--- src/rtl/spi_master_interface.sv ---
// SPI master for the 10-bit SPI RAM frame protocol. A parallel command goes out MSB-first on MOSI;
// read-data frames (opcode 11) return an 8-bit reply captured from MISO.
module spi_master_interface #(
    parameter int FRAME_WIDTH  = 10,
    parameter int DATA_WIDTH   = 8,
    parameter int READ_LATENCY = 3,
    parameter int IDLE_GAP     = 2
) (
    input  logic                   clk,
    input  logic                   rst_n,
    input  logic                   start,
    input  logic [FRAME_WIDTH-1:0] cmd,
    output logic                   busy,
    output logic                   done,
    output logic                   rx_valid,
    output logic [DATA_WIDTH-1:0]  rx_data,
    output logic                   MOSI,
    input  logic                   MISO,
    output logic                   SS_n
);

    // state | meaning
    // IDLE  | SS_n high, waiting for start
    // CMD   | command-check bit (cmd MSB)
    // SHIFT | FRAME_WIDTH command bits, MSB first
    // WAIT  | slave read latency before the reply
    // RECV  | reply bits captured from MISO
    // HOLD  | one closing cycle with SS_n still low
    // GAP   | SS_n high, done/rx_valid pulse in the first cycle
    typedef enum logic [2:0] {IDLE, CMD, SHIFT, WAIT, RECV, HOLD, GAP} state_t;

    localparam int MAX_A  = (FRAME_WIDTH > DATA_WIDTH) ? FRAME_WIDTH : DATA_WIDTH;
    localparam int MAX_B  = (READ_LATENCY > IDLE_GAP) ? READ_LATENCY : IDLE_GAP;
    localparam int MAX_C  = (MAX_A > MAX_B) ? MAX_A : MAX_B;
    localparam int CNT_W  = $clog2(MAX_C + 1);

    localparam logic [CNT_W-1:0] SHIFT_LAST = CNT_W'(FRAME_WIDTH - 1);
    localparam logic [CNT_W-1:0] WAIT_LAST  = CNT_W'(READ_LATENCY - 1);
    localparam logic [CNT_W-1:0] RECV_LAST  = CNT_W'(DATA_WIDTH - 1);
    localparam logic [CNT_W-1:0] GAP_LAST   = CNT_W'(IDLE_GAP - 1);

    state_t                 state;
    logic [CNT_W-1:0]       cnt;
    logic [FRAME_WIDTH-1:0] shreg;
    logic [DATA_WIDTH-1:0]  rxreg;
    logic                   is_read;

    always_ff @(posedge clk or negedge rst_n) begin
        if (!rst_n) begin
            state    <= IDLE;
            cnt      <= '0;
            shreg    <= '0;
            rxreg    <= '0;
            is_read  <= 1'b0;
            busy     <= 1'b0;
            done     <= 1'b0;
            rx_valid <= 1'b0;
            rx_data  <= '0;
            MOSI     <= 1'b0;
            SS_n     <= 1'b1;
        end else begin
            case (state)
                IDLE: begin
                    SS_n     <= 1'b1;
                    MOSI     <= 1'b0;
                    busy     <= 1'b0;
                    done     <= 1'b0;
                    rx_valid <= 1'b0;
                    if (start) begin
                        shreg   <= cmd;
                        is_read <= (cmd[FRAME_WIDTH-1 -: 2] == 2'b11);
                        busy    <= 1'b1;
                        SS_n    <= 1'b0;
                        MOSI    <= cmd[FRAME_WIDTH-1];
                        cnt     <= '0;
                        state   <= CMD;
                    end
                end
                CMD: begin
                    MOSI  <= shreg[FRAME_WIDTH-1];
                    shreg <= shreg << 1;
                    cnt   <= '0;
                    state <= SHIFT;
                end
                SHIFT: begin
                    if (cnt == SHIFT_LAST) begin
                        MOSI  <= 1'b0;
                        cnt   <= '0;
                        state <= is_read ? WAIT : HOLD;
                    end else begin
                        MOSI  <= shreg[FRAME_WIDTH-1];
                        shreg <= shreg << 1;
                        cnt   <= cnt + 1'b1;
                    end
                end
                WAIT: begin
                    // The first reply bit is taken on the edge that leaves WAIT.
                    if (cnt == WAIT_LAST) begin
                        rxreg <= {rxreg[DATA_WIDTH-2:0], MISO};
                        cnt   <= '0;
                        state <= RECV;
                    end else begin
                        cnt <= cnt + 1'b1;
                    end
                end
                RECV: begin
                    if (cnt == RECV_LAST) begin
                        cnt   <= '0;
                        state <= HOLD;
                    end else begin
                        rxreg <= {rxreg[DATA_WIDTH-2:0], MISO};
                        cnt   <= cnt + 1'b1;
                    end
                end
                HOLD: begin
                    SS_n     <= 1'b1;
                    done     <= 1'b1;
                    rx_valid <= is_read;
                    if (is_read) rx_data <= rxreg;
                    cnt      <= '0;
                    state    <= GAP;
                end
                GAP: begin
                    done     <= 1'b0;
                    rx_valid <= 1'b0;
                    if (cnt == GAP_LAST) begin
                        busy  <= 1'b0;
                        cnt   <= '0;
                        state <= IDLE;
                    end else begin
                        cnt <= cnt + 1'b1;
                    end
                end
                default: begin
                    state <= IDLE;
                    cnt   <= '0;
                end
            endcase
        end
    end

endmodule

--- config.mk ---
export PLATFORM = sky130hd
export DESIGN_NAME = spi_master_interface
export DESIGN_NICKNAME = d
export VERILOG_FILES = /design/src/rtl/spi_master_interface.sv
export SDC_FILE = /design/constraint.sdc
export NUM_CORES = 1
export LEC_CHECK = 0
export CAP_MARGIN = 10
export CORE_MARGIN = 2
export CORE_UTILIZATION = 30
export DETAILED_ROUTE_END_ITERATION = 8
export SYNTH_ARGS = -nofsm -noshare
export SYNTH_HDL_FRONTEND = slang
export SYNTH_SLANG_ARGS = --single-unit
--- constraint.sdc ---
create_clock -name clk -period 3.2 [get_ports clk]
set_input_delay 0.64 -clock clk [delete_from_list [all_inputs] [get_ports clk]]
set_output_delay 0.64 -clock clk [all_outputs]
set_load 0.03 [all_outputs]
==> results.toml, run 1 <==
[status]
status = "completed"

[worst_setup_path]
critical_path.max_stage_delay_ns = 0.79
worstSetupStartpointType = "register"
critPathSlowestCell = "dfrtp_1"
critPathMaxFanout = 21
end_kind = "register"
crit_path_cell_trace = "xnor2_1 -> nor2_2 -> mux2_2 -> mux2_4"
cp.arrival_ns = 2.34
crit_type = "register to register"
required_ns = 3.38

[grt]
gr-max-usage-layer = "met2"
grt_max_degree = 40
met2_usage_pct = 17.3
grtUsageMet3_pct = 3.05
antenna_found_initial = 0
overflow = 0
grt_pass1_vias = 1359
grt_pass1_wl_mm = 6.32
grt_usage_pct = 10.7
use_met1_pct = 13.7

[synthesis]
synth_xor_area_share_pct = 1.29
synth.most_common_cell = "dfrtp_1"
yosysSeqAreaShare_pct = 48.2
async_reset_ff_share_pct = 100
synth_compound_gate_area_share_pct = 12.9
avgSynthCellArea_um2 = 12.2
synth.distinct_cells = 48
yosys.area_share.adder_pct = 1.85
synth_top_area_share_pct = 46.9
syn_nets = 184
synth-edff-count = 0
muxShareOfSynthArea_pct = 21.3
ys_top_cells_by_count = "dfrtp_1 (38), mux2_2 (25), mux2_4 (10), nor2_1 (10), o21ai_0 (8)"
ys_ff_latch = 39
yosys_most_used_dff = "dfrtp_1"
synth_top_cell_by_area = "dfrtp_1"
syn_inst = 167
synthSimpleGateAreaFrac_pct = 11.1
synth_area_leaders = "dfrtp_1 (47%), mux2_2 (14%), mux2_4 (7.4%)"
synth_top_family_by_area = "multiplexers"
netlist_area_um2 = 2030
ys_warn_count = 0

[job]
drv_cap = 0

[clock_tree]
clk_latency_ns = 0.29
cts-root-buf = "clkbuf_8"
cts_resized = 0
cts_tree = "done"
numCtsBuffers = 5
clk_pin_slew_ns = 0.08
postCtsSetupBuffers = 0
cts_sinks = 39
cts_hold_buffers = 0
clk_path_buf_depth = 2
h-tree-depth = 2

[route]
ant_nets = 0
drt_iter0_drc = 95
wl_per_cell_um = 13.9
vias = 1402
drt-pass1-iter-count = 4
drt-total-wl_mm = 3.77
avgViaCountPerCell = 5.17
drc = 0

[finish]
multi_input_area_um2 = 983
area_delta_synth_final_pct = 21.8
nets = 210
antenna_cells = 0
ff_latch_area_um2 = 977
drive_gt1_share_pct = 27.3
fillCellCount = 627
design_area_um2 = 2470
final_core_util_pct = 38.3

[timing]
setup_tns_ns = 0
setup_violations = 0
tightest_slew_ns = 0.901
rsz0062_at_grt = "false"
hold_ws_ns = 0.470
finalCriticalPeriod_ns = 2.16
drv_slew = 0
clock_skew_ns = 0.00639
fmax_mhz = 464
fin_crit_sh_pct = 67.4
hold_viol_final = 0
relSlewSlack_pct = 40.0

[placed_design]
placed_area_um2 = 2330
hpwl_mm = 2.57
gp_congestion = 0.805
port_buffers = 26

[floorplanning]
die_w_um = 86.3
core_area_um2 = 6460
start_util_pct = 31.4
die_y_um = 86.3
num_io_pins = 27
die_area_um2 = 7440
rows = 29

[power]
power_mw = 2.68
ir_drop_v = 0.000419
p_leak_nw = 1.07
p_per_area_nw_per_um2 = 1090

[min_path]
hold_class = "primary input to asynchronous set/reset pin"
==> per-stage QoR <==
| stage | instances | setup slack (ns) |
|---|---|---|
| 2_1_floorplan | 167 | 1.50 |
| 3_3_place_gp | 263 | 0.940 |
| 3_5_place_dp | 263 | 0.907 |
| 4_1_cts | 271 | 1.00 |
| 5_1_grt | 271 | 0.883 |
| 6_report | 271 | 1.04 |
==> registers in the layout, indices dropped and copies added (netlist names), 3 cells and up <==
signal,flops
state,3
rxreg,8
cnt,4
shreg,10
rx_data,8
==> worst max-delay path, delay by kind of cell (launching register included) <==
family	cells	cell delay, ns
DFF	1	0.79
muxes	2	0.66
and+or+nand+nor	1	0.42
xor gates and xnor gates	1	0.17
==> layout make-up <==
class | count | share of cell area (%)
multi-input cells | 115 | 39.8
flip-flops and latches | 39 | 39.5
repair buffers | 26 | 10.3
well taps | 77 | 3.90
clock buffers | 5 | 2.78
clock inverters | 3 | 2.73
inverters | 6 | 0.911
==> placed cells by master (no fill, tap or decap), types with 2 or more instances in the layout <==
cell	count
o31ai_1	2
a31oi_1	2
nand3b_1	2
nand2b_1	2
nand2_1	7
o21ai_1	2
ha_1	3
o41ai_1	2
a21oi_1	7
nor2b_1	2
nor2_1	10
dfrtp_1	38
o21ai_0	8
clkbuf_8	5
clkdlybuf4s50_1	25
mux2_2	25
o22ai_1	2
inv_1	6
bufinv_16	2
nand3_1	2
mux2_4	10
xnor2_1	2
==> where the power goes <==
part / switching, mW / internal (mW)
Sequential: 0.231 / 0.726
Clock: 0.183 / 0.311
Combinational: 0.563 / 0.670
==> worst paths after layout <==
path                              end  slack, ns     start  cells after the start
hold reg to reg              rxreg[7]       0.51  rxreg[7]                      1
setup reg to reg             shreg[3]       1.04  state[0]                      4
max in group asynchronous  rx_data[5]       2.17     rst_n                      1
setup / recovery             shreg[3]       1.04  state[0]                      4
min in group clk             rxreg[7]       0.51  rxreg[7]                      1
hold / removal                   busy       0.47     rst_n                      1
==> metal layers <==
layer  part of all wire, %  vias up
li1                      -      664
met1                    47      707
met2                    47       23
met3                   4.0        8
met4                   1.7        0
met5                     0        -
==> cell families after synthesis <==
family          Yosys count
fa+ha+maj                 3
flops                    39
mux                      35
buf+inv                  13
xor+xnor                  3
simple gates             38
compound gates           36
(Power assumes the default switching activity.)
==> run 2: changes to the inputs <==
clock period = 2 ns   (was 3.2 ns; I/O delays follow)
==> run 2 against run 1 <==
Net effect:
- sequential share of layout area shrank 1.6 points
- first-iteration DRC count shrank 55%
- utilization grew 1.6 points
- clock power grew 39%
- clock skew grew 0.0020 ns
- die area is the same
- critical endpoint is now SS_n
- largest cell class unchanged
- highest routed layer unchanged
==> results.toml, run 2 (synthesized netlist as in run 1, its figures left out) <==
[status]
status = "completed"

[placed_design]
hpwl_mm = 2.82
preCtsSetupSlack_ns = 0.182
gp_congestion = 0.854
placed_area_um2 = 2450
port_buffers = 26
placed_cells = 277

[power]
power_mw = 4.43
p_per_area_nw_per_um2 = 1720
p_leak_nw = 1.14
ir_drop_v = 0.000715

[floorplanning]
num_io_pins = 27
start_util_pct = 31.4
die_area_um2 = 7440
die_w_um = 86.3
core_area_um2 = 6460
rows = 29
die_y_um = 86.3

[clock_tree]
postCtsSetupBuffers = 0
cts_hold_buffers = 0
clk_pin_slew_ns = 0.08
numCtsBuffers = 5
clk_path_buf_depth = 2
cts_tree = "done"
cts_sinks = 39
h-tree-depth = 2
cts-root-buf = "clkbuf_8"
cts_resized = 0
clk_latency_ns = 0.29

[finish]
layout_commonest_cell = "dfrtp_1"
design_area_um2 = 2570
nets = 224
antenna_cells = 0
mostFrequentLayoutCells = "dfrtp_1 (38), mux2_2 (25), clkdlybuf4s50_1 (25), buf_4 (13)"
largest_reg_flops = 10
drive_gt1_share_pct = 32.2
top_regs = "shreg x10, rx_data x8, rxreg x8"
final_core_util_pct = 39.8
top_register = "shreg"
fin_cells = 285
fillCellCount = 645
area_delta_synth_final_pct = 26.8

[route]
wl_per_cell_um = 13.9
drc = 0
drt_iter0_drc = 43
drt-total-wl_mm = 3.95
drt-pass1-iter-count = 4
ant_nets = 0
avgViaCountPerCell = 5.02
vias = 1431

[worst_setup_path]
required_ns = 1.60
cp.arrival_ns = 1.50
critical_path.max_stage_delay_ns = 0.67
cp_top_family = "buffers and inverters"
reg2reg_from = "cnt[1]"
worst-path-buf-inv = 1
crit_type = "register to output pin"
rrSetupSlack_ns = 0.17
critPathSlowestCell = "clkdlybuf4s50_1"
worstSetupStartpointType = "register"
critPathMaxFanout = 3
crit_path_cell_trace = "clkdlybuf4s50_1"
end_kind = "output pin"
reg2reg_depth = 7
r2r_end = "shreg[9]"

[timing]
rsz0062_at_grt = "false"
finalCriticalPeriod_ns = 1.90
fmax_mhz = 526
relSlewSlack_pct = 60.9
clock_skew_ns = 0.00835
hold_ws_ns = 0.150
setup_slack_ns = 0.0997
drv_slew = 0
tightest_slew_ns = 0.585
fin_crit_sh_pct = 95.0
setup_violations = 0
hold_viol_final = 0
setup_tns_ns = 0

[grt]
antenna_found_initial = 0
grt_usage_pct = 11.4
grt_max_degree = 40
grt_pass1_vias = 1399
grt_pass1_wl_mm = 6.69
overflow = 0

[min_path]
hold_class = "primary input to asynchronous set/reset pin"

[job]
drv_cap = 0
## run 2: cell types whose count changed in the layout (fill, tap and decap cells not counted), sizes merged
cell	change
buf	+14
bufinv	-1
clkbuf	+1
clkinvlp	-1
inv	+1
## run 2: cell type report
class | count | area (um^2) | area share (%)
Clock buffer | 6 | 82.6 | 3.21
Inverter | 6 | 22.5 | 0.875
Sequential cell | 39 | 977 | 38.0
Tap cell | 77 | 96.3 | 3.74
Multi-Input combinational cell | 115 | 983 | 38.2
Timing Repair Buffer | 40 | 373 | 14.5
Clock inverter | 2 | 38.8 | 1.51
## run 2: power by group
group	internal (mW)	switching, mW	total, mW
Sequential	1.16	0.273	1.44
Clock	0.410	0.280	0.690
Combinational	1.24	1.06	2.30
## run 2: worst max path at each step
stage / startpoint / end / slack [ns] / cells past startpoint
after global placement: cnt[0] / rxreg[0] / 0.21 / 6
after detailed placement: cnt[1] / shreg[9] / 0.18 / 7
after CTS: SS_n / SS_n / 0.08 / 1
after global routing: cnt[1] / shreg[9] / 0.007 / 7
after floorplan: cnt[1] / shreg[0] / 0.30 / 7
final: SS_n / SS_n / 0.1 / 1
## run 2: per-layer routing
metal	vias to the layer above	global-route usage, %	wire [um]
met2	25	17.8	1820
met3	5	3.14	153
met1	716	15.5	1940
li1	685	-	-
met5	-	0	0
met4	0	3.41	37
